`src/rtl/inst_cache_dm.sv`:
```
`default_nettype none
// ============================================================================
//  Module   : inst_cache_dm
//  Purpose  : Direct-mapped instruction cache. One-cycle hits, whole-line
//             refill over a word-wide req/ack read port, byte reversal of
//             memory words on refill, whole-cache flush.
//  Revision : 1.0 - initial release
// ============================================================================
module inst_cache_dm #(
  parameter int ADDR_W     = 32,
  parameter int LINE_NUM   = 16,
  parameter int LINE_WORDS = 4
) (
  input  logic              clk,
  input  logic              rst,
  input  logic              ce,
  input  logic [ADDR_W-1:0] addr,
  input  logic              flush,
  output logic              ready,
  output logic [31:0]       inst,
  output logic              inst_valid,
  output logic              mem_req,
  output logic [ADDR_W-1:0] mem_addr,
  input  logic [31:0]       mem_rdata,
  input  logic              mem_ack
);

  localparam int OFF_W = $clog2(LINE_WORDS);
  localparam int IDX_W = $clog2(LINE_NUM);
  localparam int TAG_W = ADDR_W - 2 - OFF_W - IDX_W;
  localparam logic [OFF_W-1:0] LAST_BEAT = OFF_W'(LINE_WORDS - 1);

  typedef enum logic [1:0] {
    ST_IDLE   = 2'd0,
    ST_REFILL = 2'd1,
    ST_RESP   = 2'd2
  } state_t;

  state_t state_q, state_d;

  // Line bookkeeping and storage
  logic [LINE_NUM-1:0] valid_q;
  logic [TAG_W-1:0]    tag_q  [LINE_NUM];
  logic [31:0]         data_q [LINE_NUM*LINE_WORDS];

  // Captured request and refill progress
  logic [TAG_W-1:0] req_tag_q;
  logic [IDX_W-1:0] req_idx_q;
  logic [OFF_W-1:0] req_word_q;
  logic [OFF_W-1:0] beat_q;
  logic             flush_seen_q;
  logic [31:0]      inst_q;
  logic             inst_valid_q;

  // Address fields of the incoming fetch
  logic [OFF_W-1:0] w_word;
  logic [IDX_W-1:0] w_idx;
  logic [TAG_W-1:0] w_tag;
  logic             w_hit;
  logic             w_accept;
  logic             w_beat_done;
  logic             w_last_beat;
  logic [31:0]      w_swapped;
  logic             unused_addr_lsb;

  assign w_word = addr[2 +: OFF_W];
  assign w_idx  = addr[2+OFF_W +: IDX_W];
  assign w_tag  = addr[ADDR_W-1 -: TAG_W];

  // Byte offset within a word is meaningless for 32-bit instruction fetch
  assign unused_addr_lsb = ^addr[1:0];

  // Memory words arrive in memory byte order; fetch wants them reversed
  assign w_swapped = {mem_rdata[7:0], mem_rdata[15:8],
                      mem_rdata[23:16], mem_rdata[31:24]};

  // A simultaneous flush wins over the lookup, so the request becomes a miss
  assign w_hit       = valid_q[w_idx] && (tag_q[w_idx] == w_tag) && !flush;
  assign w_accept    = (state_q == ST_IDLE) && ce;
  assign w_beat_done = (state_q == ST_REFILL) && mem_ack;
  assign w_last_beat = w_beat_done && (beat_q == LAST_BEAT);

  assign inst       = inst_q;
  assign inst_valid = inst_valid_q;

  // Next-state and handshake outputs, derived from the current state
  always_comb begin
    state_d  = state_q;
    ready    = 1'b0;
    mem_req  = 1'b0;
    mem_addr = '0;
    case (state_q)
      ST_IDLE: begin
        ready = 1'b1;
        if (w_accept && !w_hit) begin
          state_d = ST_REFILL;
        end
      end
      ST_REFILL: begin
        mem_req  = 1'b1;
        mem_addr = {req_tag_q, req_idx_q, beat_q, 2'b00};
        if (w_last_beat) begin
          state_d = ST_RESP;
        end
      end
      ST_RESP: begin
        state_d = ST_IDLE;
      end
      default: begin
        state_d = ST_IDLE;
      end
    endcase
  end

  // State register
  always_ff @(posedge clk) begin
    if (rst) begin
      state_q <= ST_IDLE;
    end else begin
      state_q <= state_d;
    end
  end

  // Request capture, refill progress, response and valid-bit maintenance
  always_ff @(posedge clk) begin
    if (rst) begin
      valid_q      <= '0;
      req_tag_q    <= '0;
      req_idx_q    <= '0;
      req_word_q   <= '0;
      beat_q       <= '0;
      flush_seen_q <= 1'b0;
      inst_q       <= '0;
      inst_valid_q <= 1'b0;
    end else begin
      inst_valid_q <= 1'b0;
      case (state_q)
        ST_IDLE: begin
          if (w_accept) begin
            if (w_hit) begin
              inst_q       <= data_q[{w_idx, w_word}];
              inst_valid_q <= 1'b1;
            end else begin
              req_tag_q      <= w_tag;
              req_idx_q      <= w_idx;
              req_word_q     <= w_word;
              beat_q         <= '0;
              flush_seen_q   <= 1'b0;
              valid_q[w_idx] <= 1'b0;
            end
          end
        end
        ST_REFILL: begin
          if (flush) begin
            flush_seen_q <= 1'b1;
          end
          if (w_beat_done) begin
            beat_q <= beat_q + OFF_W'(1);
          end
          if (w_last_beat) begin
            if (!flush_seen_q) begin
              valid_q[req_idx_q] <= 1'b1;
            end
            // The requested word may be the one arriving right now
            if (req_word_q == LAST_BEAT) begin
              inst_q <= w_swapped;
            end else begin
              inst_q <= data_q[{req_idx_q, req_word_q}];
            end
            inst_valid_q <= 1'b1;
          end
        end
        default: begin
        end
      endcase
      // Flush overrides any valid bit set in the same cycle
      if (flush) begin
        valid_q <= '0;
      end
    end
  end

  // Line data and tag storage, written only during refill
  always_ff @(posedge clk) begin
    if (w_beat_done && !rst) begin
      data_q[{req_idx_q, beat_q}] <= w_swapped;
    end
    if (w_last_beat && !rst) begin
      tag_q[req_idx_q] <= req_tag_q;
    end
  end

endmodule
`default_nettype wire

```
`config.mk`:
```
export PLATFORM = sky130hd
export DESIGN_NAME = inst_cache_dm
export DESIGN_NICKNAME = d
export VERILOG_FILES = /design/src/rtl/inst_cache_dm.sv
export SDC_FILE = /design/constraint.sdc
export NUM_CORES = 2
export LEC_CHECK = 0
export CAP_MARGIN = 10
export CORE_ASPECT_RATIO = 1.4
export CORE_MARGIN = 4
export CORE_UTILIZATION = 40
export DETAILED_ROUTE_END_ITERATION = 7
export GPL_TIMING_DRIVEN = 0
export PLACE_DENSITY = 0.54
export SYNTH_ARGS = -nofsm -noshare
export SYNTH_HDL_FRONTEND = slang
export SYNTH_SLANG_ARGS = --single-unit
```
`constraint.sdc`:
```
create_clock -name clk -period 4.8 [get_ports clk]
set_input_delay 0.96 -clock clk [delete_from_list [all_inputs] [get_ports clk]]
set_output_delay 0.96 -clock clk [all_outputs]
set_load 0.02 [all_outputs]
```
== Word level (Yosys, flattened, before mapping) ==
Memories as Yosys holds them, arrays and structs flattened. A register that Yosys moved wholly into a read port is not among the register bits.
Index checks and enable logic that the tools add are counted.
Storage, ports and cells
  memory bits (writable): 2432
  memories: 2
  output and inout bits: 67
  word-level logic and storage cells: 94
  register bits: 84
Operators by class
  magnitude comparators: 4
  $add $sub $neg: 1
  eq/ne operators: 12
  bitwise operators: 4
  mux-type cells: 40
  reductions and logical operators: 22
Memories
  data_q: words 64, width 32, read ports 2, clocked after Yosys merged registers in 1, wr ports 1, RTL line 44  | logic [31:0] data_q [LINE_NUM*LINE_WORDS];
  tag_q: words 16, width 24, read ports 1, clocked after Yosys merged registers in 0, wr ports 1, RTL line 43  | logic [TAG_W-1:0] tag_q [LINE_NUM];
Operators by type and width (count)
  32-bit two-way mux: 5
  16-bit two-way mux: 4
  32-bit case mux with 2 select lines: 1
  16-bit case mux with 2 select lines: 1
  24-bit == test: 1
  16-bit AND: 1
  16-bit inverter: 1
  16-bit bitwise OR: 1
  1-bit two-way mux: 15
  2-bit inequality test (second input constant): 7
  6-bit two-way mux: 2
  4-bit AND reduction: 3
  1-bit logical AND: 10
  4-bit by 5-bit less-than comparator with 1-bit output (second input constant): 2
  2-bit two-way mux: 5
  1-bit demux with 4-bit select: 2
  4-bit by 1-bit greater-or-equal comparator with 1-bit output (second input constant): 2
  2-bit case mux with 2 select lines: 2
  5-bit AND reduction: 1
  1-bit binary-select mux with 4-bit select: 1
  2-bit == test (second input constant): 2
  1-bit case mux with 2 select lines: 2
  1-bit logical NOT: 3
  3-bit AND reduction: 1
  other kinds (8): 8

== Logic depth before layout (Yosys ltp) ==
  depth after elaboration: 9
  gate-level depth with buffers: 15
  gate-level depth less buffers: 8

== Worst setup path after synthesis ==
Ideal clock, no wire load.
  path type: input-to-reg
  start: input addr[2]
  end: register inst_q[24], in the netlist inst[24]
  setup time: 0.123 ns
  data arrival time: 3.736 ns
  cell stages on the path: 13
  slack: 0.941 ns
  buffers on the path: 6
  path through: buf_2 buf_4 buf_2 buf_2 buf_2 buf_2 mux4_2 a22oi_1 o211ai_1 a21oi_1 o21ai_0 o211ai_1 mux2i_1
Between the ends
  word-level cells in the longest chain between the ends: 4
Ends and longest elaborated chain
  from (decl): RTL line 17  | input logic [ADDR_W-1:0] addr,
  memory 64 x 32 bit
  32-bit two-way mux: RTL line 140  | if (w_hit) begin
  32-bit two-way mux: RTL line 139  | if (w_accept) begin
  32-bit case mux with 2 select lines: RTL line 137  | case (state_q)
  to (signal assigned): RTL line 141  | inst_q <= data_q[{w_idx, w_word}];
  to (signal assigned): RTL line 166  | inst_q <= w_swapped;
  to (signal assigned): RTL line 168  | inst_q <= data_q[{req_idx_q, req_word_q}];
  to (decl): RTL line 52  | logic [31:0] inst_q;
No other way between the ends. The select of a mux whose other input is x is not followed.
A chain may end at the register's enable or synchronous reset.

== Final worst setup path ==
  start: input addr[7]
  end: register inst_q[9], in the netlist inst[9]
Between the ends
  word-level cells in the longest chain between the ends: 6
  elaborated cells on any way between the ends: 12
  classes of those cells: eq/ne (2); mux (5); reduce/logical (3); memory (2)
Ends and longest elaborated chain
  memory 16 x 24 bit / 1-bit binary-select mux with 4-bit select (equally long branches)
  24-bit == test / 1-bit two-way mux (equally long branches): RTL line 78  | assign w_hit = valid_q[w_idx] && (tag_q[w_idx] == w_tag) && !flush;
  1-bit logical AND (2 in series): RTL line 78
  2-bit inequality test (no source line)
  4-bit AND reduction (no source line)
Parallel ways exist; a longest one is shown, timed or not. The select of a mux whose other input is x is not followed.

==> implementation parameters <==
Parameter                              Value

Place
  Number of cells in the design after placement ... 9,419
  Half-perimeter wire length after detailed placement ... 372,000 um
  Cell area reported after detailed placement ... 126,000 um2
  GPL Wtd Cong ... 0.927
  Worst slack at placement ... -3.01 ns
  Number of buffer cells added on primary ports ... 126

Clock network
  Number of buffers created by CTS ... 267
  H-tree level count ... 5
  Clock tree buffer depth ... 4
  Clk Latency, worst-skew pair ... 0.91 ns
  CTS Root Cell ... clkbuf_16
  TritonCTS clock tree ... built
  Clock edge transition at the registers on the reported setup and hold paths ... 0.06 ns
  Clock sink count ... 2,522

Worst setup path
  Worst Path Required ... 5.61 ns
  Worst reg-to-reg setup slack ... -0.22 ns
  Element type at the critical path end ... flop
  Critical Path Start Type ... input pin
  Setup Crit Path Kind ... in -> reg
  Data arrival at the endpoint of the critical path ... 5.90 ns
  Top fanout value on the critical path ... 11
  Worst r2r path cells ... 7

Timing
  Final worst setup slack ... -0.288 ns
  Hold WS ... 0.350 ns
  Fin Setup TNS ... -2.83 ns
  Count of pins over their slew limit ... 0
  Upper clock frequency limit ... 0.197 GHz
  Slew at the pin with the worst max-slew slack ... 1.44 ns
  Total setup violations reported at the end of the flow ... 25
  Share of the cycle needed by the critical path after routing ... 106%
  Minimum clock period ... 5.09 ns
  Final hold viol count ... 0
  Max Clock Skew ... 0.0767 ns
  Worst-case headroom to the max-slew limit ... 3.69%

Status
  Status ... finished, violations left
  Failing checks ... design-rule violations, negative setup slack

Synthesis
  Share of the yosys chip area belonging to registers ... 65.8%
  Largest area contributor in the netlist ... edfxtp_1
  Leading register cell type out of synthesis ... edfxtp_1
  Yosys warning total ... 0
  Asr flop ratio synth ... 0%
  Average cell area after synthesis ... 21.5 um2
  Number of different library cells in the post-synthesis netlist ... 76
  Most instantiated library cell after synthesis ... edfxtp_1
  Area fraction of the dominant cell type after synthesis ... 64.2%
  Gate count after technology mapping ... 5,302
  Dominant cells by area after synthesis ... edfxtp_1 64%, mux4_2 26%, mux2i_1 1.9%
  Number of enable flip-flop cells after synthesis ... 2,432
  List of most frequent post-synthesis cells ... 2,432 x edfxtp_1, 1,330 x mux4_2, 219 x mux2i_1, 200 x clkbuf_1, 169 x nor2_1
  Number of flip-flops and latches in the synthesized netlist ... 2,522
  Post-synthesis instance area ... 114,000 um2

Global route
  Peak-usage layer in the global routing report ... met2
  Met3 routing resource usage after global routing ... 10.1%
  Met2 global-route usage ... 56.1%
  GRT Residual Overflow ... 0
  Global-route wire length before repair ... 677,000 um
  Antenna violations before repair ... 48
  Met1 Use GR ... 40.6%
  Via count of the first global-routing pass ... 69,000
  Total track usage ... 35.5%
  Largest net degree at the start of global routing ... 66

Layout
  Finished Core Util ... 47.6%
  Fin nets ... 6,031
  Cell area after layout ... 135,000 um2
  Count of placed standard cells in the final layout, fillers left out ... 9,928
  Relative area change from synthesis to final layout ... 18.3%
  Fraction of final layout cells sized beyond drive strength 1 ... 38.9%

Die
  Die width ... 459 um
  Die Area ... 293,000 um2
  Initial cell density of the core ... 40.2%
  I/O pin count ... 136
  Die boundary height ... 639 um
  Count of standard-cell rows ... 231
  Placeable core region ... 283,000 um2

Power
  Leakage component of the power ... 41.9 nW
  IR drop worst, VDD ... 295 uV
  Power after layout ... 49.6 mW
  Power density over the cells ... 368 nW/um2

Detailed routing
  Starting DRT DRC Count ... 12,300
  Antenna Violating Nets Remaining ... 0
  Detailed-routing iteration count for the pre-antenna-repair pass ... 8
  Routed wire length per instance ... 52.9 um
  Post-Route WL ... 526,000 um
  Average via count per standard cell ... 7.17
  DR vias ... 71,200
  Drt drc ... 4

Worst hold path
  Worst Hold Depth ... 1
  Type of the worst min-delay path ... in -> reg

Job
  Max-cap violations ... 0
==> placed cells by master (no fill, tap or decap), types with 90 or more instances in the layout <==
cell type	count
edfxtp_1	2432
buf_12	168
dfxtp_1	90
nand2b_1	104
clkbuf_16	274
mux4_2	1330
clkdlybuf4s50_1	94
mux2i_1	214
clkbuf_1	164
buf_2	98
==> metal layers <==
metal  part of all wire, %  wire (um)
met4                    10      52600
met2                    47     246000
met1                    32     167000
met3                    11      59900
met5                 0.019        102
==> area by class of cell <==
| cell class | count | area (um2) |
|---|---|---|
| Fill cell | 23100 | 148000 |
| Sequential cell | 2522 | 74800 |
| Multi-Input combinational cell | 2362 | 37700 |
| Clock buffer | 358 | 7320 |
| Timing Repair Buffer | 397 | 6620 |
| Tap cell | 3728 | 4660 |
| Buffer | 398 | 2450 |
| Clock inverter | 110 | 853 |
| Antenna cell | 40 | 100 |
| Inverter | 13 | 52.6 |
==> sequential cells by signal (all words and copies together), names as in the netlist, named ones only <==
name / flops
beat_q: 2
state_q: 2
inst_valid: 1
valid_q: 16
req_idx_q: 4
inst: 32
req_word_q: 2
req_tag_q: 24
tag_q: 384
data_q: 2048
flush_seen_q: 1
==> cells by family (layout without fill, tap and decap cells) <==
family / count (synthesis) / count (layout) / share of synthesized area, %
DFF: 2522 / 2522 / 65.8
muxes: 1569 / 1569 / 28.5
and+or+nand+nor: 474 / 474 / 2.12
buffers and inverters: 419 / 1276 / 1.67
AOI/OAI and AO/OA: 293 / 293 / 1.79
xor gates and xnor gates: 23 / 23 / 0.177
adders and majority gates: 1 / 1 / 0.0110
other: 1 / 42 / 0.00330
==> worst max-delay path, stage by stage <==
cell and delay, ns:
clkdlybuf4s50_1 0.64, clkbuf_1 0.70, clkbuf_2 0.79, nand2_1 0.42, nor2_4 0.48, clkbuf_2 0.74, a22oi_1 0.23, nand4_1 0.24
nor2_1 0.08, nor3_1 0.16, o21ai_0 0.21, mux2i_1 0.20
==> path summary, 6_finish.rpt <==
path	start	end
worst max-delay path	addr[7]	inst[9]
worst min-delay path	mem_rdata[18]	data_q[19][10]
worst max register to register	flop	inst[0]
worst min register to register	inst[27]	inst[27]
==> timing repair <==
| item | CTS | global route |
|---|---|---|
| endpoints found under the setup margin | 106 | 66 |
| hold buffers | 0 | 0 |
| setup buffers | 1 | 3 |
| pin swaps | 2 | 3 |
| resized for setup | 176 | 34 |
==> power by group <==
| part | switching, mW | total, mW | internal [mW] |
|---|---|---|---|
| sequential | 0.0905 | 24.2 | 24.2 |
| clock | 9.00 | 20.4 | 11.4 |
| combinational | 3.13 | 4.99 | 1.86 |
(Power assumes the default switching activity.)
